<file path="config.mk">
export PLATFORM = sky130hd
export DESIGN_NAME = xsleena_vram_slot_arbiter_flat
export DESIGN_NICKNAME = d
export VERILOG_FILES = /design/src/rtl/xsleena_vram_slot_arbiter_pkg.sv /design/src/rtl/xsleena_vram_slot_arbiter_if.sv /design/src/rtl/xsleena_vram_slot_arbiter_clr_counter.sv /design/src/rtl/xsleena_vram_slot_arbiter.sv /design/src/flat_wrapper.sv
export SDC_FILE = /design/constraint.sdc
export NUM_CORES = 1
export LEC_CHECK = 0
export ABC_AREA = 1
export ABC_CLOCK_PERIOD_IN_PS = 5750
export BUFFER_PORTS_ARGS = -buffer_cell sky130_fd_sc_hd__buf_4
export CAP_MARGIN = 10
export CORE_AREA = 2 2 80 82
export DETAILED_ROUTE_END_ITERATION = 10
export DIE_AREA = 0 0 82 84
export GPL_TIMING_DRIVEN = 1
export PLACE_DENSITY_LB_ADDON = 0.2
export SLEW_MARGIN = 20
export SYNTH_ARGS = -nofsm -noshare
export SYNTH_HDL_FRONTEND = slang
export SYNTH_HIERARCHICAL = 1
export SYNTH_SLANG_ARGS = --single-unit
</file>
<file path="constraint.sdc">
create_clock -name clk -period 5.75 [get_ports clk]
set_input_delay 0.2875 -clock clk [delete_from_list [all_inputs] [get_ports clk]]
set_output_delay 0.2875 -clock clk [all_outputs]
set_load 0.01 [all_outputs]
</file>
<file path="src/rtl/xsleena_vram_slot_arbiter_pkg.sv">
// xsleena_pkg: shared state type, slot owner codes and default widths for the VRAM slot arbiter
package xsleena_pkg;

    localparam int DEF_AW = 11;
    localparam int DEF_DW = 8;

    typedef enum logic [2:0] {
        IDLE,
        VID_RD,
        VID_LAT,
        CPU_RD,
        CPU_WR,
        CPU_LAT,
        CLR_WR
    } vram_arb_state_t;

    typedef enum logic [1:0] {
        OWN_NONE,
        OWN_VID,
        OWN_CPU,
        OWN_CLR
    } slot_owner_t;

    // Fixed priority: video (outside vblank), then CPU, then the clear engine.
    function automatic slot_owner_t slot_owner(input logic vid, input logic vblk, input logic req, input logic busy);
        if (vid & ~vblk) return OWN_VID;
        if (req) return OWN_CPU;
        if (busy) return OWN_CLR;
        return OWN_NONE;
    endfunction

endpackage

</file>
<file path="src/rtl/xsleena_vram_slot_arbiter_if.sv">
// xsleena_vram_slot_arbiter_if: CPU request/ack bus between the host interface and the VRAM arbiter
interface xsleena_vram_slot_arbiter_if #(
    parameter int AW = xsleena_pkg::DEF_AW,
    parameter int DW = xsleena_pkg::DEF_DW
);
    logic          cpu_req;
    logic          cpu_we;
    logic [AW-1:0] cpu_addr;
    logic [DW-1:0] cpu_din;
    logic [DW-1:0] cpu_dout;
    logic          cpu_ack;
    logic          cpu_wait;

    modport master (
        output cpu_req, cpu_we, cpu_addr, cpu_din,
        input  cpu_dout, cpu_ack, cpu_wait
    );

    modport slave (
        input  cpu_req, cpu_we, cpu_addr, cpu_din,
        output cpu_dout, cpu_ack, cpu_wait
    );
endinterface

</file>
<file path="src/rtl/xsleena_vram_slot_arbiter_clr_counter.sv">
// xsleena_clr_counter: clear-engine address counter; busy from load until the write at the last address
module xsleena_clr_counter #(
    parameter int AW = 11
) (
    input  logic          clk,
    input  logic          rst,
    input  logic          start,
    input  logic          step,
    output logic [AW-1:0] cnt,
    output logic          busy
);
    logic tc;

    assign tc = &cnt;

    // Restart wins over a step in the same cycle; the counter wraps to 0 after the last address.
    always_ff @(posedge clk or posedge rst) begin
        if (rst) begin
            cnt  <= '0;
            busy <= 1'b0;
        end else if (start) begin
            cnt  <= '0;
            busy <= 1'b1;
        end else if (step) begin
            cnt  <= cnt + 1'b1;
            busy <= ~tc;
        end
    end
endmodule

</file>
<file path="src/rtl/xsleena_vram_slot_arbiter.sv">
// xsleena_vram_slot_arbiter: time-slot sharing of one single-port VRAM between video, CPU and clear engine
module xsleena_vram_slot_arbiter
    import xsleena_pkg::*;
#(
    parameter int            AW      = DEF_AW,
    parameter int            DW      = DEF_DW,
    parameter logic [DW-1:0] CLR_VAL = '0
) (
    input  logic          clk,
    input  logic          RST,
    input  logic          slot_stb,
    input  logic          slot_vid,
    input  logic          VBLK,
    input  logic [AW-1:0] vid_addr,
    output logic [DW-1:0] vid_dout,
    output logic          vid_valid,
    xsleena_vram_slot_arbiter_if.slave cpu,
    input  logic          clr_start,
    output logic          clr_busy,
    output logic [AW-1:0] ram_addr,
    output logic          ram_we,
    output logic [DW-1:0] ram_din,
    input  logic [DW-1:0] ram_dout,
    output logic          overrun
);
    vram_arb_state_t state, state_nxt;
    slot_owner_t     owner;
    logic [AW-1:0]   clr_addr;
    logic [DW-1:0]   vid_q, cpu_q;
    logic            ack;

    assign owner        = slot_owner(slot_vid, VBLK, cpu.cpu_req, clr_busy);
    assign cpu.cpu_ack  = ack;
    assign cpu.cpu_wait = cpu.cpu_req & ~ack;

    xsleena_clr_counter #(.AW(AW)) u_clr (
        .clk   (clk),
        .rst   (RST),
        .start (clr_start),
        .step  (state == CLR_WR),
        .cnt   (clr_addr),
        .busy  (clr_busy)
    );

    // Next slot owner on a strobe in IDLE; pulses and write enable are decoded from the state register.
    always_comb begin
        state_nxt = state;
        ram_we    = (state == CPU_WR) || (state == CLR_WR);
        vid_valid = state == VID_LAT;
        ack       = (state == CPU_WR) || (state == CPU_LAT);
        // The RAM output register is the data source in the latch cycle; the local copy holds it afterwards.
        vid_dout     = (state == VID_LAT) ? ram_dout : vid_q;
        cpu.cpu_dout = (state == CPU_LAT) ? ram_dout : cpu_q;
        case (state)
            IDLE: begin
                if (slot_stb) begin
                    if (owner == OWN_VID) state_nxt = VID_RD;
                    else if (owner == OWN_CPU) state_nxt = cpu.cpu_we ? CPU_WR : CPU_RD;
                    else if (owner == OWN_CLR) state_nxt = CLR_WR;
                end
            end
            VID_RD:  state_nxt = VID_LAT;
            CPU_RD:  state_nxt = CPU_LAT;
            default: state_nxt = IDLE;
        endcase
    end

    // State register, RAM address/data launch on slot grant, read-data capture and sticky overrun.
    always_ff @(posedge clk or posedge RST) begin
        if (RST) begin
            state    <= IDLE;
            ram_addr <= '0;
            ram_din  <= '0;
            vid_q    <= '0;
            cpu_q    <= '0;
            overrun  <= 1'b0;
        end else begin
            state   <= state_nxt;
            overrun <= overrun | (slot_stb & (state != IDLE));
            if (state_nxt == VID_RD) ram_addr <= vid_addr;
            if (state_nxt == CPU_RD || state_nxt == CPU_WR) ram_addr <= cpu.cpu_addr;
            if (state_nxt == CPU_WR) ram_din <= cpu.cpu_din;
            if (state_nxt == CLR_WR) begin
                ram_addr <= clr_addr;
                ram_din  <= CLR_VAL;
            end
            if (state == VID_LAT) vid_q <= ram_dout;
            if (state == CPU_LAT) cpu_q <= ram_dout;
        end
    end
endmodule
</file>
<file path="src/flat_wrapper.sv">
// flat-port wrapper written by rule: the top's interface ports become plain ports
module xsleena_vram_slot_arbiter_flat import xsleena_pkg::*;
#(
    parameter int            AW      = DEF_AW,
    parameter int            DW      = DEF_DW,
    parameter logic [DW-1:0] CLR_VAL = '0
)
  (clk, RST, slot_stb, slot_vid, VBLK, vid_addr, vid_dout, vid_valid, clr_start, clr_busy, ram_addr, ram_we, ram_din, ram_dout, overrun, cpu_cpu_req, cpu_cpu_we, cpu_cpu_addr, cpu_cpu_din, cpu_cpu_dout, cpu_cpu_ack, cpu_cpu_wait);
  xsleena_vram_slot_arbiter_if #(.AW(AW), .DW(DW)) cpu_i ();
  input  logic clk;
  input  logic RST;
  input  logic slot_stb;
  input  logic slot_vid;
  input  logic VBLK;
  input  logic [AW-1:0] vid_addr;
  output logic [DW-1:0] vid_dout;
  output logic vid_valid;
  input  logic clr_start;
  output logic clr_busy;
  output logic [AW-1:0] ram_addr;
  output logic ram_we;
  output logic [DW-1:0] ram_din;
  input  logic [DW-1:0] ram_dout;
  output logic overrun;
  input wire logic [$bits(cpu_i.cpu_req)-1:0] cpu_cpu_req;
  input wire logic [$bits(cpu_i.cpu_we)-1:0] cpu_cpu_we;
  input wire logic [$bits(cpu_i.cpu_addr)-1:0] cpu_cpu_addr;
  input wire logic [$bits(cpu_i.cpu_din)-1:0] cpu_cpu_din;
  output wire logic [$bits(cpu_i.cpu_dout)-1:0] cpu_cpu_dout;
  output wire logic [$bits(cpu_i.cpu_ack)-1:0] cpu_cpu_ack;
  output wire logic [$bits(cpu_i.cpu_wait)-1:0] cpu_cpu_wait;
  assign cpu_i.cpu_req = cpu_cpu_req;
  assign cpu_i.cpu_we = cpu_cpu_we;
  assign cpu_i.cpu_addr = cpu_cpu_addr;
  assign cpu_i.cpu_din = cpu_cpu_din;
  assign cpu_cpu_dout = cpu_i.cpu_dout;
  assign cpu_cpu_ack = cpu_i.cpu_ack;
  assign cpu_cpu_wait = cpu_i.cpu_wait;
  xsleena_vram_slot_arbiter #(.AW(AW), .DW(DW), .CLR_VAL(CLR_VAL)) u_core (.clk(clk), .RST(RST), .slot_stb(slot_stb), .slot_vid(slot_vid), .VBLK(VBLK), .vid_addr(vid_addr), .vid_dout(vid_dout), .vid_valid(vid_valid), .cpu(cpu_i), .clr_start(clr_start), .clr_busy(clr_busy), .ram_addr(ram_addr), .ram_we(ram_we), .ram_din(ram_din), .ram_dout(ram_dout), .overrun(overrun));
endmodule
</file>
# After elaboration in Yosys (flattened, before gate mapping)
# Cells that the tools add are included.
# totals
inputBits	46
register_bits	51
output_inout_bits	41
# op_classes
bitwise	7
n_addsub	1
reduce_logical	9
eq_ne	13
n_mux	29
# ops
cell	n
$mux 11	5
$mux 8	4
$eq 3x3->1 const B	5
$mux 3	5
$mux 2	6
$add 11x1->11 const B	1
$reduce_and 11->1	1
$eq 3x2->1 const B	3
$pmux 3 s3	1
$mux 1	8
$eq 3x1->1 const B	2
$reduce_bool 3->1	2
$eq 2x2->1 const B	2
$reduce_bool 2->1	2
$and 1x1->1	3
$logic_not 3->1	1
$logic_or 1x1->1	3
$not 1->1	3
$eq 2x1->1 const B	1
$or 1x1->1	1

# Longest topological paths before layout
# logic_depth
word_depth	19
mapped_depth	16
mapped_depth_nobuf	15

# Hierarchy
# Netlist, hierarchy kept.
# by_module_without_submodules
mod	area_each_um2	instances	seq_area_each_um2	cells_per_inst
xsleena_vram_slot_arbiter	1998.2	1	975.9	261
xsleena_clr_counter	655.6	1	300.3	85

# Least setup slack after synthesis
# Ideal clock, no wire load.
# synth_path
kind	register to register
from	register u_core.state[2]
to	register u_core.ram_addr[0]
slack_ns	3.917
synth_period_minus_slack_ns	1.833
setup_ns	0.066
arrival_ns	1.768
path_buffers	1
stages_incl_launch_ff	14
required_ns	5.684
path_cell_list	dfrtp_1 -> inv_4 -> nand2_4 -> nor2_4 -> nand4_2 -> nand2_2 -> inv_1 -> ha_1 -> inv_1 -> clkbuf_1 -> o21ai_1 -> inv_1 -> nand2_1 -> nand2_1
# synth_via
word_cells_on_any_way	16
# synth_lines
element	line_no	rtl
start: declaration	xsleena_vram_slot_arbiter.sv:26	vram_arb_state_t state, state_nxt;
start signal: assignment	xsleena_vram_slot_arbiter.sv:78	state <= state_nxt;
$eq 3x2->1, or another cell as far along	xsleena_vram_slot_arbiter.sv:54	case (state)
$pmux 3 s3 (*)	xsleena_vram_slot_arbiter.sv:54	
via u_core.state_nxt[0]	xsleena_vram_slot_arbiter.sv:26	
$eq 3x2->1 or $eq 3x3->1 (tied branches)	xsleena_vram_slot_arbiter.sv:81	if (state_nxt == CPU_RD || state_nxt == CPU_WR) ram_addr <= cpu.cpu_addr;
$logic_or 1x1->1	xsleena_vram_slot_arbiter.sv:81	
$mux 11	xsleena_vram_slot_arbiter.sv:81	
$mux 11	xsleena_vram_slot_arbiter.sv:83	if (state_nxt == CLR_WR) begin
end signal: assignment	xsleena_vram_slot_arbiter.sv:80	if (state_nxt == VID_RD) ram_addr <= vid_addr;
end signal: assignment	xsleena_vram_slot_arbiter.sv:81	
end signal: assignment	xsleena_vram_slot_arbiter.sv:84	ram_addr <= clr_addr;
end: declaration	xsleena_vram_slot_arbiter.sv:20	output logic [AW-1:0] ram_addr,
# Mark *: on every way through the listed nets, which the timed path passes. The rest lies on a longest branch.
# A chain may end at the register's enable or synchronous reset.

# Worst setup path after layout
# layout_path
from	register u_core.state[2]
to	register u_core.ram_addr[5]
# Same word-level chain as after synthesis.

==> summary.txt <==
STA
  – Fin crit share: 0.395
  – Finish-stage setup viols: 0
  – Unrepaired setup endpoints after global routing: false
  – Max-slew violations: 0
  – Minimum clock period: 2.27 ns
  – Hold_ws: 0.00171 ns
  – Final WS setup: 3.48 ns
  – Final hold viol count: 0
  – Setup TNS: 0 ns
  – Fmax: 441 MHz
  – Relative slew slack: 0.633
  – Worst-margin pin slew: 0.549 ns
  – Max Clock Skew: 0.00539 ns

Pwr
  – Sw Ratio: 0.416
  – Clock power share: 0.138
  – Power after layout: 0.00159 W
  – VDD IR max: 0.234 mV
  – Comb power frac: 0.518
  – Internal power: 0.000931 W
  – Pwr Density: 465 nW/µm²
  – Static Leak: 1.91 nW
  – P_sw: 0.000663 W
  – Sequential power share: 0.344

Clock tree
  – CTS sink cnt: 51
  – Htree depth: 2
  – CTS tree: done
  – Setup bufs post-CTS: 0
  – Post-cts gate resize count: 0
  – Clk Latency, worst-skew pair: 0.31 ns
  – TritonCTS Buffers: 5
  – Max clock buf depth: 2
  – CTS Hold Buffers Added: 0
  – Clock Pin Slew Worst Setup and Hold Paths: 0.10 ns
  – Root Driver: clkbuf_8

Floorplan
  – Rows: 29
  – Die Y: 84 µm
  – Die width: 82 µm
  – DIE AREA: 6890 µm²
  – Initial Util: 0.435
  – Core ar.: 6100 µm²
  – IO Pins: 87

Worst setup path
  – Critical Path AT: 2.48 ns
  – Crit path launch: u_core/state[2]
  – R2r startpoint: u_core/state[2]
  – CP delay by family, top: simple AND/OR/NAND/NOR gates
  – R2R cell count: 12
  – Startpoint types: register
  – WP data required: 5.96 ns
  – Critical path depth in cells: 12
  – Most frequent CP cell: inv_1
  – Worst Setup EP: u_core/ram_addr[5]
  – CP peak stage delay: 0.54 ns
  – Maximum fanout along the worst path: 12
  – Critical path class: reg -> reg
  – FF-to-FF setup slack: 3.48 ns
  – Worst path bufs/invs: 4
  – Worst r2r dst: u_core/ram_addr[5]
  – CP endpoint kind: register
  – Slowest CP cell: ha_1
  – Crit path cell chain: inv_4 -> nand2_4 -> nor2_4 -> nand4_2 -> nand2_2 -> inv_1 -> ha_1 -> inv_1 -> o21ai_1 -> inv_1 -> nand2_1 -> nand2_1

Synth
  – Synth Cell Area: 2650 µm²
  – Mapped Nets: 394
  – Seq/Total Area, Yosys: 0.481
  – Yosys Warn Count: 6
  – Mapped Cells: 346
  – Area share of the largest cell type after synthesis: 0.481
  – Synth unique cells: 33
  – Largest area contributor in the netlist: dfrtp_1
  – Avg Cell Area, Syn: 7.67 µm²
  – #FFs+latches synth: 51
  – Top post-synthesis cells by area: dfrtp_1 48%, nand2_1 14%, nand3_1 7.0%

Place
  – # port buffers: 86
  – Final RePlAce weighted congestion: 0.865
  – HPWL Detailed: 4780 µm
  – Pre-CTS WS: 3.47 ns

Drt
  – Detailed Route WL: 6350 µm
  – Avg Vias per Cell: 4.92
  – DRC: 0
  – DRT antenna net count: 0
  – Vias: 2492
  – DR iter-0 viols: 96
  – DR pass1 iterations: 5
  – Wire per inst: 12.5 µm

Finish
  – Area grow syn2layout: 29.2%
  – Ant diodes: 0
  – Fill cells: 600
  – Final #Nets: 477
  – Layout cell share with drive strength beyond 1: 0.270

GRT
  – Largest net degree at the start of global routing: 40
  – Vias in the first global route: 2440
  – Total track usage: 0.198
  – Initial antenna violation count: 0
  – Gr ovfl total: 0
  – First-pass GRT wire length: 10700 µm

Outcome
  – Run status: finished clean

Flow run
  – MaxCap Viol Count: 0

Min path
  – Worst Hold Class: in -> async
[logic make-up after synthesis]
family          Yosys count  share of synthesized area
compound gates           52                      0.105
xor+xnor                  1                    0.00330
simple gates            173                      0.295
flops                    51                      0.481
fa+ha+maj                 2                    0.00943
buf+inv                  67                      0.107
[state kept, by name (all words and copies together) (netlist names)]
register and cells:
u_core/cpu_q 8, u_core/u_clr/busy 1, u_core/overrun 1, u_core/vid_q 8
u_core/u_clr/cnt 11, u_core/ram_addr 11, u_core/ram_din 8, u_core/state 3
[worst min-delay path by stage]
| stage | start | end | cells past startpoint |
|---|---|---|---|
| 3_5_place_dp | RST | u_core/u_clr/busy | 2 |
| 4_1_cts | RST | u_core/u_clr/cnt[3] | 2 |
| 6_report | RST | u_core/u_clr/cnt[3] | 2 |
| 2_1_floorplan | RST | u_core/u_clr/busy | 1 |
| 5_1_grt | RST | u_core/u_clr/cnt[9] | 2 |
| 3_3_place_gp | RST | u_core/u_clr/busy | 2 |
[cell usage after synthesis]
master	instances
nor3b_1	1
inv_2	5
o21ai_1	18
o21a_1	1
o21ai_2	1
dfrtp_1	51
nand2_4	2
nand3_2	1
nand2_1	99
a21oi_1	8
a31oi_1	1
buf_2	2
nand2_2	2
clkbuf_1	5
a21oi_2	2
inv_1	49
nor2_2	3
nor2_4	1
clkinv_1	1
xnor2_1	1
nand3_1	37
nand4_1	4
inv_4	1
nand3_4	1
o21ai_0	20
ha_1	2
nand4_2	1
nor2_1	17
nor3_1	3
o21bai_1	1
buf_6	3
nor3_2	1
buf_4	1
[stage by stage]
step                utilization  instance area (µm²)  instances
floorplan                     -                 2650        346
global placement          0.547                 3330        499
detailed placement        0.547                 3330        499
CTS                       0.562                 3430        507
global route              0.562                 3430        507
finish                    0.562                 3430        507
[placed cells by master, fill, tap and decap left out, types with 2 or more instances in the layout]
cell type   n
a21oi_1     8
a21oi_2     2
buf_4      87
clkbuf_8    5
dfrtp_1    51
ha_1        2
inv_1      49
inv_2       5
inv_6       2
nand2_1    99
nand2_2     2
nand2_4     2
nand3_1    37
nand4_1     4
nor2_1     17
nor2_2      3
nor3_1      3
o21ai_0    20
o21ai_1    18
[power by group through the flow]
| stage | Sequential [W] | Combinational (W) | Clock [W] |
|---|---|---|---|
| final | 0.000549 | 0.000825 | 0.000220 |
| after global routing | 0.000562 | 0.000938 | 0.000242 |
| after CTS | 0.000549 | 0.000835 | 0.000229 |
| after detailed placement | 0.000557 | 0.000829 | 0 |
| after global placement | 0.000553 | 0.000814 | 0 |
| after floorplan | 0.000580 | 0.000486 | 0 |
[layout make-up]
class / instances / area, µm² / share of cell area
inverter: 56 / 213 / 0.0620
clock inverter: 3 / 26.3 / 0.00766
multi-input combinational: 228 / 1090 / 0.319
tap: 77 / 96.3 / 0.0281
clock buffer: 5 / 68.8 / 0.0201
sequential: 51 / 1280 / 0.372
timing repair buffer: 87 / 653 / 0.191
[metal layers]
layer | GRT usage | up-vias | share of wire | wire [µm]
li1 | - | 1259 | - | -
met4 | 0.0576 | 0 | 0.0087 | 55
met5 | 0 | - | 0 | 0
met1 | 0.244 | 1160 | 0.44 | 2770
met3 | 0.0433 | 4 | 0.057 | 362
met2 | 0.341 | 69 | 0.50 | 3160
Power figures use the tool's default switching activity.
